==> config.mk <==
export PLATFORM = sky130hd
export DESIGN_NAME = mole_autoplayer
export DESIGN_NICKNAME = d
export VERILOG_FILES = /design/src/rtl/mole_autoplayer_pkg.sv /design/src/rtl/mole_glyph_decode.sv /design/src/rtl/mole_autoplayer.sv
export SDC_FILE = /design/constraint.sdc
export NUM_CORES = 1
export LEC_CHECK = 0
export BUFFER_PORTS_ARGS = -buffer_cell sky130_fd_sc_hd__buf_2
export CAP_MARGIN = 10
export CORE_MARGIN = 10
export CORE_UTILIZATION = 40
export DETAILED_ROUTE_END_ITERATION = 10
export PLACE_DENSITY = 0.7
export SYNTH_ARGS = -nofsm -noshare
export SYNTH_HDL_FRONTEND = slang
export SYNTH_SLANG_ARGS = --single-unit
==> constraint.sdc <==
create_clock -name clk -period 2.31 [get_ports clk]
set_input_delay 0.231 -clock clk [delete_from_list [all_inputs] [get_ports clk]]
set_output_delay 0.231 -clock clk [all_outputs]
set_load 0.01 [all_outputs]
==> src/rtl/mole_autoplayer_pkg.sv <==
// Shared types and constants for the whack-a-mole autoplayer: FSM states,
// 7-segment glyph codes, delay-counter width and miss-injection LFSR settings.
package mole_autoplayer_pkg;

  typedef enum logic [2:0] {
    IDLE    = 3'd0,
    WAIT    = 3'd1,
    PRESS   = 3'd2,
    RELEASE = 3'd3,
    DONE    = 3'd4
  } state_e;

  // Segment order is gfedcba.
  localparam logic [6:0] GLYPH_0     = 7'h3F;
  localparam logic [6:0] GLYPH_1     = 7'h06;
  localparam logic [6:0] GLYPH_2     = 7'h5B;
  localparam logic [6:0] GLYPH_3     = 7'h4F;
  localparam logic [6:0] GLYPH_4     = 7'h66;
  localparam logic [6:0] GLYPH_5     = 7'h6D;
  localparam logic [6:0] GLYPH_6     = 7'h7D;
  localparam logic [6:0] GLYPH_7     = 7'h07;
  localparam logic [6:0] GLYPH_BLANK = 7'h00;

  localparam logic [7:0] LFSR_SEED = 8'hA5;
  // Taps 8,6,5,4 expressed as bit positions 7,5,4,3.
  localparam logic [7:0] LFSR_TAPS = 8'hB8;

  localparam int CNT_W = 20;

  // A phase of N clocks loads N-1 and ends on the clock where the count is 0;
  // a requested length of 0 behaves like 1.
  function automatic logic [CNT_W-1:0] cycles_to_load(input int cycles);
    return (cycles <= 1) ? '0 : CNT_W'(cycles - 1);
  endfunction

endpackage

==> src/rtl/mole_glyph_decode.sv <==
// Combinational 7-segment glyph decoder: maps a gfedcba pattern to a mole
// index 0-7; blank and unrecognised patterns report valid_o = 0.
module mole_glyph_decode (
  input  logic [6:0] seg_i,
  output logic       valid_o,
  output logic [2:0] idx_o
);
  import mole_autoplayer_pkg::*;

  always_comb begin
    valid_o = 1'b1;
    idx_o   = 3'd0;
    case (seg_i)
      GLYPH_0: idx_o = 3'd0;
      GLYPH_1: idx_o = 3'd1;
      GLYPH_2: idx_o = 3'd2;
      GLYPH_3: idx_o = 3'd3;
      GLYPH_4: idx_o = 3'd4;
      GLYPH_5: idx_o = 3'd5;
      GLYPH_6: idx_o = 3'd6;
      GLYPH_7: idx_o = 3'd7;
      default: valid_o = 1'b0;
    endcase
  end

endmodule

==> src/rtl/mole_autoplayer.sv <==
// Whack-a-mole autoplayer: watches the game's 7-segment output and presses
// the matching button. Define MOLE_AUTOPLAYER_MISS_INJECT_EN for LFSR miss injection.
module mole_autoplayer #(
  parameter int REACT_CYCLES   = 1000,
  parameter int PRESS_CYCLES   = 20000,
  parameter int RELEASE_CYCLES = 5000
) (
  input  logic       clk,
  input  logic       rst,
  input  logic [7:0] seg,
  input  logic       game_end,
  input  logic       enable,
  output logic [7:0] btn,
  output logic [7:0] press_count,
  output logic       busy
);
  import mole_autoplayer_pkg::*;

  localparam logic [CNT_W-1:0] REACT_LOAD   = cycles_to_load(REACT_CYCLES);
  localparam logic [CNT_W-1:0] PRESS_LOAD   = cycles_to_load(PRESS_CYCLES);
  localparam logic [CNT_W-1:0] RELEASE_LOAD = cycles_to_load(RELEASE_CYCLES);

  logic             unused_dp;
  logic [6:0]       seg_s1_q, seg_s2_q;
  state_e           state_q, state_d;
  logic [2:0]       tgt_q, tgt_d;
  logic [2:0]       press_idx_q, press_idx_d;
  logic [CNT_W-1:0] cnt_q, cnt_d;
  logic [7:0]       press_count_q, press_count_d;
  logic             valid_s1, valid_s2;
  logic [2:0]       idx_s1, idx_s2;
  logic             press_miss;
  logic             tgt_lost;

  assign unused_dp = seg[7];

  always_ff @(posedge clk or posedge rst) begin
    if (rst) begin
      seg_s1_q <= '0;
      seg_s2_q <= '0;
    end else begin
      seg_s1_q <= seg[6:0];
      seg_s2_q <= seg_s1_q;
    end
  end

  // Acquisition compares the two synchronizer stages so that the press lands
  // REACT_CYCLES+3 clocks after the glyph settles.
  mole_glyph_decode u_dec_s1 (.seg_i(seg_s1_q), .valid_o(valid_s1), .idx_o(idx_s1));
  mole_glyph_decode u_dec_s2 (.seg_i(seg_s2_q), .valid_o(valid_s2), .idx_o(idx_s2));

`ifdef MOLE_AUTOPLAYER_MISS_INJECT_EN
  logic [7:0] lfsr_q;

  always_ff @(posedge clk or posedge rst) begin
    if (rst) lfsr_q <= LFSR_SEED;
    else     lfsr_q <= {lfsr_q[6:0], ^(lfsr_q & LFSR_TAPS)};
  end

  assign press_miss = (lfsr_q[2:0] == 3'd0);
`else
  assign press_miss = 1'b0;
`endif

  assign tgt_lost = !valid_s2 || (idx_s2 != tgt_q);

  always_ff @(posedge clk or posedge rst) begin
    if (rst) begin
      state_q       <= IDLE;
      tgt_q         <= '0;
      press_idx_q   <= '0;
      cnt_q         <= '0;
      press_count_q <= '0;
    end else begin
      state_q       <= state_d;
      tgt_q         <= tgt_d;
      press_idx_q   <= press_idx_d;
      cnt_q         <= cnt_d;
      press_count_q <= press_count_d;
    end
  end

  always_comb begin
    state_d       = state_q;
    tgt_d         = tgt_q;
    press_idx_d   = press_idx_q;
    cnt_d         = (cnt_q != '0) ? cnt_q - 1'b1 : cnt_q;
    press_count_d = press_count_q;
    if (game_end) begin
      state_d = DONE;
    end else begin
      case (state_q)
        IDLE: begin
          if (enable && valid_s1 && valid_s2 && (idx_s1 == idx_s2)) begin
            state_d = WAIT;
            tgt_d   = idx_s2;
            cnt_d   = REACT_LOAD;
          end
        end
        WAIT: begin
          if (!enable || tgt_lost) begin
            state_d = IDLE;
          end else if (cnt_q == '0) begin
            state_d     = PRESS;
            cnt_d       = PRESS_LOAD;
            press_idx_d = tgt_q + {2'b00, press_miss};
            if (press_count_q != 8'hFF) press_count_d = press_count_q + 8'd1;
          end
        end
        PRESS: begin
          if (!enable) begin
            state_d = IDLE;
          end else if (cnt_q == '0) begin
            state_d = RELEASE;
            cnt_d   = RELEASE_LOAD;
          end
        end
        RELEASE: begin
          // Hold off until the pressed mole has gone, so one mole gets one press.
          if (!enable || ((cnt_q == '0) && tgt_lost)) state_d = IDLE;
        end
        DONE:    state_d = DONE;
        default: state_d = IDLE;
      endcase
    end
  end

  assign btn         = (state_q == PRESS) ? (8'd1 << press_idx_q) : 8'd0;
  assign busy        = (state_q != IDLE) && (state_q != DONE);
  assign press_count = press_count_q;

endmodule

# After elaboration in Yosys (flattened, before gate mapping)
# Index checks and enable logic that the tools add are counted.
# W data, S select, Z words.
[word_totals] reg_bits=51 in_bits=12 output_inout_bits=17
[op_classes] addsub=2 n_eq_ne=28 n_shift=1 mux=21 bitwise=2 reduce_logical=20
[ops] op="$mux W20" count=7
[ops] op="$eq A7 B7 Y1 const B" count=10
[ops] op="$pmux W20 S3" count=1
[ops] op="$pmux W3 S7" count=2
[ops] op="$eq A7 B3 Y1 const B" count=4
[ops] op="$mux W3" count=7
[ops] op="$logic_not A20 Y1" count=1
[ops] op="$reduce_bool A20 Y1" count=1
[ops] op="$sub A20 B1 Y20 const B" count=1
[ops] op="$reduce_or A8 Y1" count=2
[ops] op="$pmux W3 S5" count=1
[ops] op="$eq A7 B6 Y1 const B" count=2
[ops] op="$ne A3 B3 Y1 const B" count=3
[ops] op="$add A8 B1 Y8 const B" count=1
[ops] op="$mux W8" count=1
[ops] op="$ne A4 B4 Y1 const B" count=2
[ops] op="$ne A8 B8 Y1 const B" count=1
[ops] op="$reduce_and A4 Y1" count=2
[ops] op="$shl A1 B3 Y8 const A" count=1
[ops] op="$eq A3 B2 Y1 const B" count=2
[ops] op="$logic_and A1 B1 Y1" count=5
[ops] op="$reduce_and A5 Y1" count=1
[ops] op="$eq A3 B1 Y1 const B" count=1
[ops] op="$eq A3 B3 Y1" count=1
[ops] op="other kinds (9)" count=14

# Longest topological paths before layout
# Gate-level depths: netlist of run 1.
[logic_depth] depth_word=10 depth_mapped=9 mapped_depth_nobuf=9

# Modules after synthesis
# Synthesis of run 1 repeated with hierarchy kept, for this count alone.
[hier_totals] hier_cells=299 hier_area_um2=2931.6
[modules_own_cells] mod="mole_autoplayer" n_inst=1 cells_each=243 area_each_um2=2521.2 seq_area_each_um2=1276.2
[modules_own_cells] mod="mole_glyph_decode" n_inst=2 cells_each=28 area_each_um2=205.2 seq_area_each_um2=0.0

# Least setup slack after synthesis of run 1
# OpenSTA, ideal clock, no wires.
[synth_timing] path_type="reg2reg" startpoint="register seg_s2_q[5]" endpoint="register press_count_q[1] (netlist: press_count[1])" setup_ns=0.125 arrival_ns=2.132 setup_slack_ns=0.054 stages_incl_launch_ff=8 path_cell_list="dfrtp_1 -> and4b_2 -> o31ai_4 -> a21oi_2 -> nor4_4 -> nand4_4 -> nor2b_2 -> mux2_2"
[synth_between] elab_chain_len=8 elab_cells_between_ends=17 classes_between="eq/ne (9); mux (2); bitwise (1); reduce/logical (5)"
[synth_rtl] element="from (decl)" line="mole_autoplayer.sv:24" text="logic [6:0] seg_s1_q, seg_s2_q;"
[synth_rtl] element="from (signal assigned)" line="mole_autoplayer.sv:43" text="seg_s2_q <= seg_s1_q;"
[synth_rtl] element="branches (longest 4 deep; another with $eq A7 B3 Y1)"
[synth_rtl] element="$logic_or A1 B1 Y1 (*)" line="mole_autoplayer.sv:65" text="assign tgt_lost = !valid_s2 || (idx_s2 != tgt_q);"
[synth_rtl] element="$logic_or A1 B1 Y1 (*)" line="mole_autoplayer.sv:101" text="if (!enable || tgt_lost) begin"
[synth_rtl] element="$not A1 Y1 (no line) (*)"
[synth_rtl] element="$reduce_and A5 Y1 (no line) (*)"
[synth_rtl] element="to (signal assigned)" line="mole_autoplayer.sv:79" text="press_count_q <= press_count_d;"
[synth_rtl] element="to (decl)" line="mole_autoplayer.sv:29" text="logic [7:0] press_count_q, press_count_d;"
# Mark *: on every way between the ends.
# A chain may end at the register's enable or synchronous reset.

# Final worst setup path of run 1
[layout_timing] startpoint="register seg_s1_q[3]" endpoint="register state_q[0]"
[layout_between] elab_chain_len=8 elab_cells_between_ends=17 classes_between="eq/ne (10); mux (2); reduce/logical (5)"
[layout_rtl] element="from (decl)" line="mole_autoplayer.sv:24"
[layout_rtl] element="from (signal assigned)" line="mole_autoplayer.sv:42" text="seg_s1_q <= seg[6:0];"
[layout_rtl] element="$eq A7 B6 Y1, or another cell as far along" line="mole_glyph_decode.sv:13" text="case (seg_i)"
[layout_rtl] element="$reduce_or A8 Y1 (no line)"
[layout_rtl] element="$mux W1" line="mole_glyph_decode.sv:13"
[layout_rtl] element="$logic_and A1 B1 Y1 (2 in series)" line="mole_autoplayer.sv:94" text="if (enable && valid_s1 && valid_s2 && (idx_s1 == idx_s2)) begin"
[layout_rtl] element="$logic_and A1 B1 Y1 (*)" line="mole_autoplayer.sv:94"
[layout_rtl] element="$ne A3 B3 Y1 (no line) (*)"
[layout_rtl] element="$reduce_and A4 Y1 (no line) (*)"
[layout_rtl] element="to (signal assigned)" line="mole_autoplayer.sv:75" text="state_q <= state_d;"
[layout_rtl] element="to (decl)" line="mole_autoplayer.sv:25" text="state_e state_q, state_d;"
# Mark *: on every way between the ends. The rest lies on a longest branch, timed or not.

==> flow_summary.yaml, run 1 <==
clock_tree:
  cts-buffers-inserted: 5
  clock_sink_count: 51
  cts_root_buffer: "sky130_fd_sc_hd__clkbuf_8"
  clk-insertion-delay-late_ns: 0.30
  cts_htree_levels: 2
  cts_tree: "built"
  cts-root-to-sink-buffers: 2
  clk_pin_slew_ns: 0.09
min_path:
  whs_path_depth: 1
  min-delay-path-class: "input port to register"
  timing.hold.worst_endpoint: "seg_s1_q[5]$_DFF_PP0_"
  min-delay-start: "seg[5]"
pwr:
  sw_frac_of_total_pct: 28.0
  net-switching-power_w: 0.000596
  power.density_nw_per_um2: 534
  p_seq_share_pct: 49.9
  power.ir.vdd_worst_mv: 0.491
  part_of_the_total_power_dissipated_in_combinational_logic_pct: 19.9
  power.static_leakage_nw: 1.70
  power.internal_w: 0.00154
  clock_network_fraction_of_design_power_pct: 30.2
worst_setup_path:
  critPathMaxFanout: 8
  rrSetupSlack_ns: -0.05
  startpoint_type: "register"
  path_class: "register to register"
  critical_path.reg2reg.endpoint: "state_q[0]$_DFFE_PP0P_"
  r2r_start: "seg_s1_q[3]$_DFF_PP0_"
  r2r.worst_path.cells: 7
  critPathRequiredTime_ns: 2.51
  worst_ep_arrival_time_ns: 2.56
  critical_path.endpoint_type: "register"
route:
  drt_first_iter_violations: 95
  drcViolationCount: 0
  firstDrtPassIters: 4
  dr_total_vias: 2656
  routed_via_density: 5.48
  detail-route-antenna-nets: 0
  detail_route.wl_per_cell_um: 15.8
  detail_route.wirelength_um: 7640
timing:
  final-max-slew-violation-count: 0
  final-setup-viol-count: 11
  timing.fmax_mhz: 424
  unrepaired_setup_endpoints_after_global_routing: "yes"
  finalCritPeriodShare_pct: 102
  timing.final.crit_period_ns: 2.36
  worst_case_setup_margin_in_the_final_layout_ns: -0.0465
  tightest_slew_ns: 0.578
  maxSlewHeadroom_pct: 61.4
  clk_skew_ns: 0.00689
  report.final.hold_viol_count: 0
finish:
  post_layout_inst_area_sq_um: 3990
  final_util_pct: 54.1
  flow.area_growth_from_synthesis_pct: 29.4
  n_antenna_cell: 0
  number_of_nets_in_the_layout: 401
  layout_common_cells: "57 x sky130_fd_sc_hd__buf_4, 48 x sky130_fd_sc_hd__dfrtp_1, 27 x sky130_fd_sc_hd__buf_2"
  post_route_cells_drive_above_1_share_pct: 40.9
  layout.cells.most_common: "sky130_fd_sc_hd__buf_4"
  layout.filler_cells: 675
  finish.cell_count_without_fillers: 485
floorplan:
  height_of_the_die_um: 108
  core_region_area_sq_um: 7370
  design.die.area_sq_um: 11600
  total_number_of_placement_rows: 31
  die_x_um: 108
  design.portCount: 29
  floorplan.initialDensity_pct: 41.8
placed_design:
  portBuffers: 27
  placement.setup.worst_slack_ns: -0.113
  place_hpwl_um: 5650
  placedInstanceArea_sq_um: 3650
  place_inst: 466
  gpl.final_weighted_congestion: 0.870
logic_synthesis:
  synth-warning-count: 0
  syn_area_sq_um: 3080
  post_synth_cell_types: 75
  synth-seq-cells: 51
  mappedNetlistNets: 314
  synthesis.area_per_instance_sq_um: 10.3
  synth-seq-area-share_pct: 41.4
  synth_cells: 298
  yosys_most_used_dff: "sky130_fd_sc_hd__dfrtp_1"
  asyncSetResetFlopFracSynth_pct: 100
  count_of_flip_flops_with_a_built_in_enable_after_synthesis: 0
global_routing:
  grtUsageTotal_pct: 13.7
  grt_first_pass_wirelength_um: 13300
  overflow: 0
  grt_pass1_vias: 2794
  grt_max_degree: 19
  antenna_violations_before_repair: 0
run_status:
  status: "complete, but fails checks"
  violations: "negative setup slack"
run:
  max_cap_violations: 0
[layer usage]
layer | track usage [%] | wire [um] | vias up
met3 | 1.92 | 206 | 10
li1 | - | - | 1285
met2 | 23.2 | 3760 | 62
met1 | 17.4 | 3560 | 1299
met5 | 0 | 0 | -
met4 | 4.58 | 113 | 0
[worst max-delay path: stages, from the launching register on]
cell and delay (ns):
sky130_fd_sc_hd__dfrtp_1 0.42, sky130_fd_sc_hd__or3b_4 0.40, sky130_fd_sc_hd__a2111oi_4 0.40, sky130_fd_sc_hd__or3_4 0.21, sky130_fd_sc_hd__o31ai_4 0.09, sky130_fd_sc_hd__o2111ai_4 0.30, sky130_fd_sc_hd__o41ai_4 0.21, sky130_fd_sc_hd__a31o_1 0.22
[state kept, by name (all words and copies together), names as in the netlist]
register / cells
cnt_q: 20
press_count: 8
press_idx_q: 3
seg_s1_q: 7
seg_s2_q: 7
state_q: 3
tgt_q: 3
[kinds of logic (layout without fill, tap and decap cells)]
family	count (synthesis)	in the layout	share of synthesized area, %
buffers and inverters	13	101	2.40
xor gates and xnor gates	24	24	7.06
adders and majority gates	5	5	1.95
AOI/OAI and AO/OA	57	57	16.3
muxes	7	7	2.56
DFF	51	51	41.4
and+or+nand+nor	141	141	28.3
[cell usage after synthesis (2+ instances only)]
cell type,n,area share (%)
sky130_fd_sc_hd__dfrtp_1,51,41
sky130_fd_sc_hd__nor2_1,23,2.8
sky130_fd_sc_hd__nand2_1,22,2.7
sky130_fd_sc_hd__xor2_1,17,4.8
sky130_fd_sc_hd__nor3_1,15,2.4
sky130_fd_sc_hd__o21ai_0,13,2.1
sky130_fd_sc_hd__nand2b_1,12,2.4
sky130_fd_sc_hd__nand3_1,12,1.9
sky130_fd_sc_hd__nand4_1,9,1.8
sky130_fd_sc_hd__mux2_2,7,2.6
sky130_fd_sc_hd__a21oi_1,6,0.97
sky130_fd_sc_hd__inv_1,6,0.73
sky130_fd_sc_hd__xnor2_1,6,1.7
sky130_fd_sc_hd__nor2_2,5,1.0
sky130_fd_sc_hd__ha_1,4,1.6
sky130_fd_sc_hd__nor3b_1,4,0.97
sky130_fd_sc_hd__nor4_1,4,0.81
sky130_fd_sc_hd__or4_1,4,0.97
sky130_fd_sc_hd__a211oi_1,3,0.73
sky130_fd_sc_hd__a21o_1,3,0.73
sky130_fd_sc_hd__clkbuf_1,3,0.37
sky130_fd_sc_hd__o2111ai_1,3,0.85
sky130_fd_sc_hd__a21oi_2,2,0.57
sky130_fd_sc_hd__and3_1,2,0.41
sky130_fd_sc_hd__and3_2,2,0.49
sky130_fd_sc_hd__and3b_2,2,0.65
sky130_fd_sc_hd__and4bb_4,2,1.1
sky130_fd_sc_hd__buf_6,2,0.73
sky130_fd_sc_hd__nand3b_1,2,0.49
sky130_fd_sc_hd__nor4_2,2,0.81
sky130_fd_sc_hd__o211ai_1,2,0.49
sky130_fd_sc_hd__o21a_1,2,0.49
sky130_fd_sc_hd__o31ai_4,2,1.4
sky130_fd_sc_hd__or2_2,2,0.41
sky130_fd_sc_hd__or3_1,2,0.41
[cell type report]
cell class / instances / area, sq um / share of cell area, %
multi-input combinational: 234 / 1850 / 46.3
sequential: 51 / 1280 / 32.1
timing repair buffer: 86 / 593 / 14.9
clock buffer: 6 / 82.6 / 2.07
tap: 99 / 124 / 3.11
clock inverter: 2 / 35.0 / 0.879
inverter: 7 / 27.5 / 0.690
[through the flow]
step / TNS [ns] / total power, W / hold slack (ns)
2_1_floorplan: 0 / 0.00128 / 0.262
3_3_place_gp: -0.644 / 0.00144 / 0.231
3_5_place_dp: -1.83 / 0.00146 / 0.231
4_1_cts: -0.127 / 0.00214 / 0.0172
5_1_grt: -3.91 / 0.00223 / 0.0170
6_report: -0.276 / 0.00213 / 0.0273
[power by group through the flow]
stage	clock network, W	registers, W	logic [W]
after floorplan	0	0.00107	0.000205
after global placement	0	0.00106	0.000383
after detailed placement	0	0.00106	0.000400
after CTS	0.000659	0.00106	0.000417
after global routing	0.000688	0.00107	0.000471
final	0.000643	0.00106	0.000424
[repair_timing]
action                                 CTS  global route
endpoints found under the hold margin   16             0
buffers inserted                         8             2
gates resized for setup                 20            14
setup endpoints to repair               32            35
pin swaps                               15             6
hold buffers                             1             0
[worst max-delay path by stage]
stage / start / endpoint / slack [ns] / cells past startpoint
5_1_grt: seg_s1_q[3]$_DFF_PP0_ / cnt_q[12]$_DFF_PP0_ / -0.16 / 7
3_5_place_dp: seg_s1_q[3]$_DFF_PP0_ / state_q[0]$_DFFE_PP0P_ / -0.11 / 7
2_1_floorplan: seg_s2_q[5]$_DFF_PP0_ / press_count[1]$_DFFE_PP0P_ / 0.05 / 7
6_report: seg_s1_q[3]$_DFF_PP0_ / state_q[0]$_DFFE_PP0P_ / -0.05 / 7
4_1_cts: seg_s2_q[5]$_DFF_PP0_ / press_idx_q[1]$_DFFE_PP0P_ / -0.03 / 7
3_3_place_gp: seg_s1_q[3]$_DFF_PP0_ / state_q[0]$_DFFE_PP0P_ / -0.07 / 7
Note: power is estimated with default switching activity, not from simulation.
==> inputs of run 2 (changes only) <==
Settings changed: CORE_UTILIZATION 40 to 27, PLACE_DENSITY 0.7 to 0.54.
==> run 2 against run 1 <==
Clock power grew 37%. Largest power group unchanged. Die area grew 38%. Worst hold slack gained 0.015 ns. Sequential share of layout area shrank 1.7 points. Total power grew 11%. The flow still finishes with violations (negative setup slack). Global-route usage shrank 3.9 points. Combinational power shrank 1%.
==> flow_summary.yaml, run 2 (synthesized netlist as in run 1, its figures left out) <==
run_status:
  status: "complete, but fails checks"
  violations: "negative setup slack"
worst_setup_path:
  critical_path.endpoint_type: "register"
  crit_path_cell_trace: "or3b_4 -> a2111oi_4 -> or3_4 -> o31ai_4 -> o2111ai_4 -> buf_4 -> mux2_2"
  slowest_stage: "sky130_fd_sc_hd__dfrtp_1"
  critPathMaxFanout: 5
  critPathRequiredTime_ns: 2.49
  worst_ep_arrival_time_ns: 2.62
  startpoint_type: "register"
  max_stage_delay_ns: 0.42
  path_class: "register to register"
finish:
  post_layout_inst_area_sq_um: 4220
  max_flop_register: "cnt_q"
  number_of_nets_in_the_layout: 410
  layout.cells.most_common: "sky130_fd_sc_hd__buf_4"
  largest_register_ff_count: 20
  layout_common_cells: "62 x sky130_fd_sc_hd__buf_4, 47 x sky130_fd_sc_hd__dfrtp_1, 27 x sky130_fd_sc_hd__buf_2"
  n_antenna_cell: 0
  finish.cell_count_without_fillers: 535
  flow.area_growth_from_synthesis_pct: 37.0
  post_route_cells_drive_above_1_share_pct: 43.3
  layout.filler_cells: 1097
global_routing:
  grt_first_pass_wirelength_um: 13400
  grt_max_degree: 52
  grtUsageTotal_pct: 9.81
  overflow: 0
  antenna_violations_before_repair: 0
  grt_pass1_vias: 2678
pwr:
  part_of_the_total_power_dissipated_in_combinational_logic_pct: 17.7
  power.ir.vdd_worst_mv: 0.349
  sw_frac_of_total_pct: 27.1
  net-switching-power_w: 0.000643
  power.internal_w: 0.00173
  clock_network_fraction_of_design_power_pct: 37.2
  p_seq_share_pct: 45.1
  power.density_nw_per_um2: 561
  power.static_leakage_nw: 1.78
timing:
  final-setup-viol-count: 19
  report.final.hold_viol_count: 0
  timing.final.crit_period_ns: 2.44
  clk_skew_ns: 0.00750
  finalCritPeriodShare_pct: 106
  maxSlewHeadroom_pct: 56.7
  unrepaired_setup_endpoints_after_global_routing: "yes"
  final-max-slew-violation-count: 0
  tightest_slew_ns: 0.650
  holdWs_ns: 0.0426
  worst_case_setup_margin_in_the_final_layout_ns: -0.128
  setup-tns-final_ns: -0.972
  timing.fmax_mhz: 410
floorplan:
  design.portCount: 29
  total_number_of_placement_rows: 38
  die_x_um: 127
  height_of_the_die_um: 127
  core_region_area_sq_um: 11000
  design.die.area_sq_um: 16100
  floorplan.initialDensity_pct: 28.1
clock_tree:
  cts_root_buffer: "sky130_fd_sc_hd__clkbuf_16"
  clock_sink_count: 51
  clk-insertion-delay-late_ns: 0.29
  postCtsHoldBufs: 0
  clk_pin_slew_ns: 0.07
  cts_tree: "built"
  cts-root-to-sink-buffers: 2
  cts-buffers-inserted: 5
  cts_htree_levels: 2
route:
  routed_via_density: 4.95
  dr_total_vias: 2648
  detail_route.wl_per_cell_um: 14.9
  drcViolationCount: 0
  drt_first_iter_violations: 66
  detail_route.wirelength_um: 7960
  detail-route-antenna-nets: 0
  firstDrtPassIters: 4
placed_design:
  placement.setup.worst_slack_ns: -0.212
  placedInstanceArea_sq_um: 3790
  place_inst: 518
  portBuffers: 27
  gpl.final_weighted_congestion: 0.791
  place_hpwl_um: 5830
run:
  max_cap_violations: 0
min_path:
  min-delay-path-class: "input port to register"
-- run 2: changes by cell type in the layout (fill, tap and decap cells not counted), sizes merged --
cell         before  now
buf              85   94
clkinv            2    0
clkbuf            6    7
clkinvlp          0    1
dlygate4sd3       1    0
inv               6    7
-- run 2: cell type report --
type | count | area (sq um) | share of cell area [%]
clock buffers | 6 | 139 | 3.29
multi-input cells | 234 | 1870 | 44.3
flip-flops and latches | 51 | 1280 | 30.3
well taps | 140 | 175 | 4.15
clock inverters | 2 | 38.8 | 0.919
inverters | 7 | 30.0 | 0.711
repair buffers | 95 | 686 | 16.2
-- run 2: final timing paths --
check | cells past startpoint | slack [ns] | start | end
min in group asynchronous | 3 | 0.11 | rst | press_count[0]$_DFFE_PP0P_
max reg2reg | 7 | -0.13 | seg_s1_q[0]$_DFF_PP0_ | tgt_q[0]$_DFFE_PP0P_
max | 7 | -0.13 | seg_s1_q[0]$_DFF_PP0_ | tgt_q[0]$_DFFE_PP0P_
min | 1 | 0.04 | seg[2] | seg_s1_q[2]$_DFF_PP0_
max in group asynchronous | 3 | 1.74 | rst | seg_s2_q[5]$_DFF_PP0_
min reg2reg | 0 | 0.48 | seg_s1_q[5]$_DFF_PP0_ | seg_s2_q[5]$_DFF_PP0_
-- run 2: critical path, delay by kind of cell, from the launching register on --
kind	cells	cell delay, ns
AO/OA/AOI/OAI	3	0.81
AND/OR/NAND/NOR	2	0.63
flip-flops	1	0.42
multiplexers	1	0.31
buffers and inverters	1	0.17
-- run 2: metrics by stage --
| step | utilization [%] | power (W) |
|---|---|---|
| floorplan | - | 0.00128 |
| global placement | 34.5 | 0.00145 |
| detailed placement | 34.5 | 0.00145 |
| CTS | 37.5 | 0.00237 |
| global route | 38.4 | 0.00248 |
| finish | 38.4 | 0.00237 |
-- run 2: layer usage --
layer / vias to the layer above / track usage (%) / share of wire, %
met1: 1313 / 12.6 / 47
li1: 1297 / - / -
met3: 11 / 1.21 / 1.6
met5: - / 0 / 0
met2: 27 / 16.6 / 49
met4: 0 / 3.15 / 1.7
-- run 2: what timing repair did --
item	4_1_cts	5_1_grt
pin swaps	12	18
buffers inserted	5	5
gates cloned	1	0
gates resized for setup	22	27
endpoints found under the setup margin	34	35
-- run 2: power groups by stage --
stage               Combinational (W)  Clock [W]  Sequential, W
floorplan                    0.000205          0        0.00107
global placement             0.000386          0        0.00106
detailed placement           0.000389          0        0.00106
CTS                          0.000407   0.000902        0.00106
global route                 0.000470   0.000933        0.00108
finish                       0.000419   0.000882        0.00107
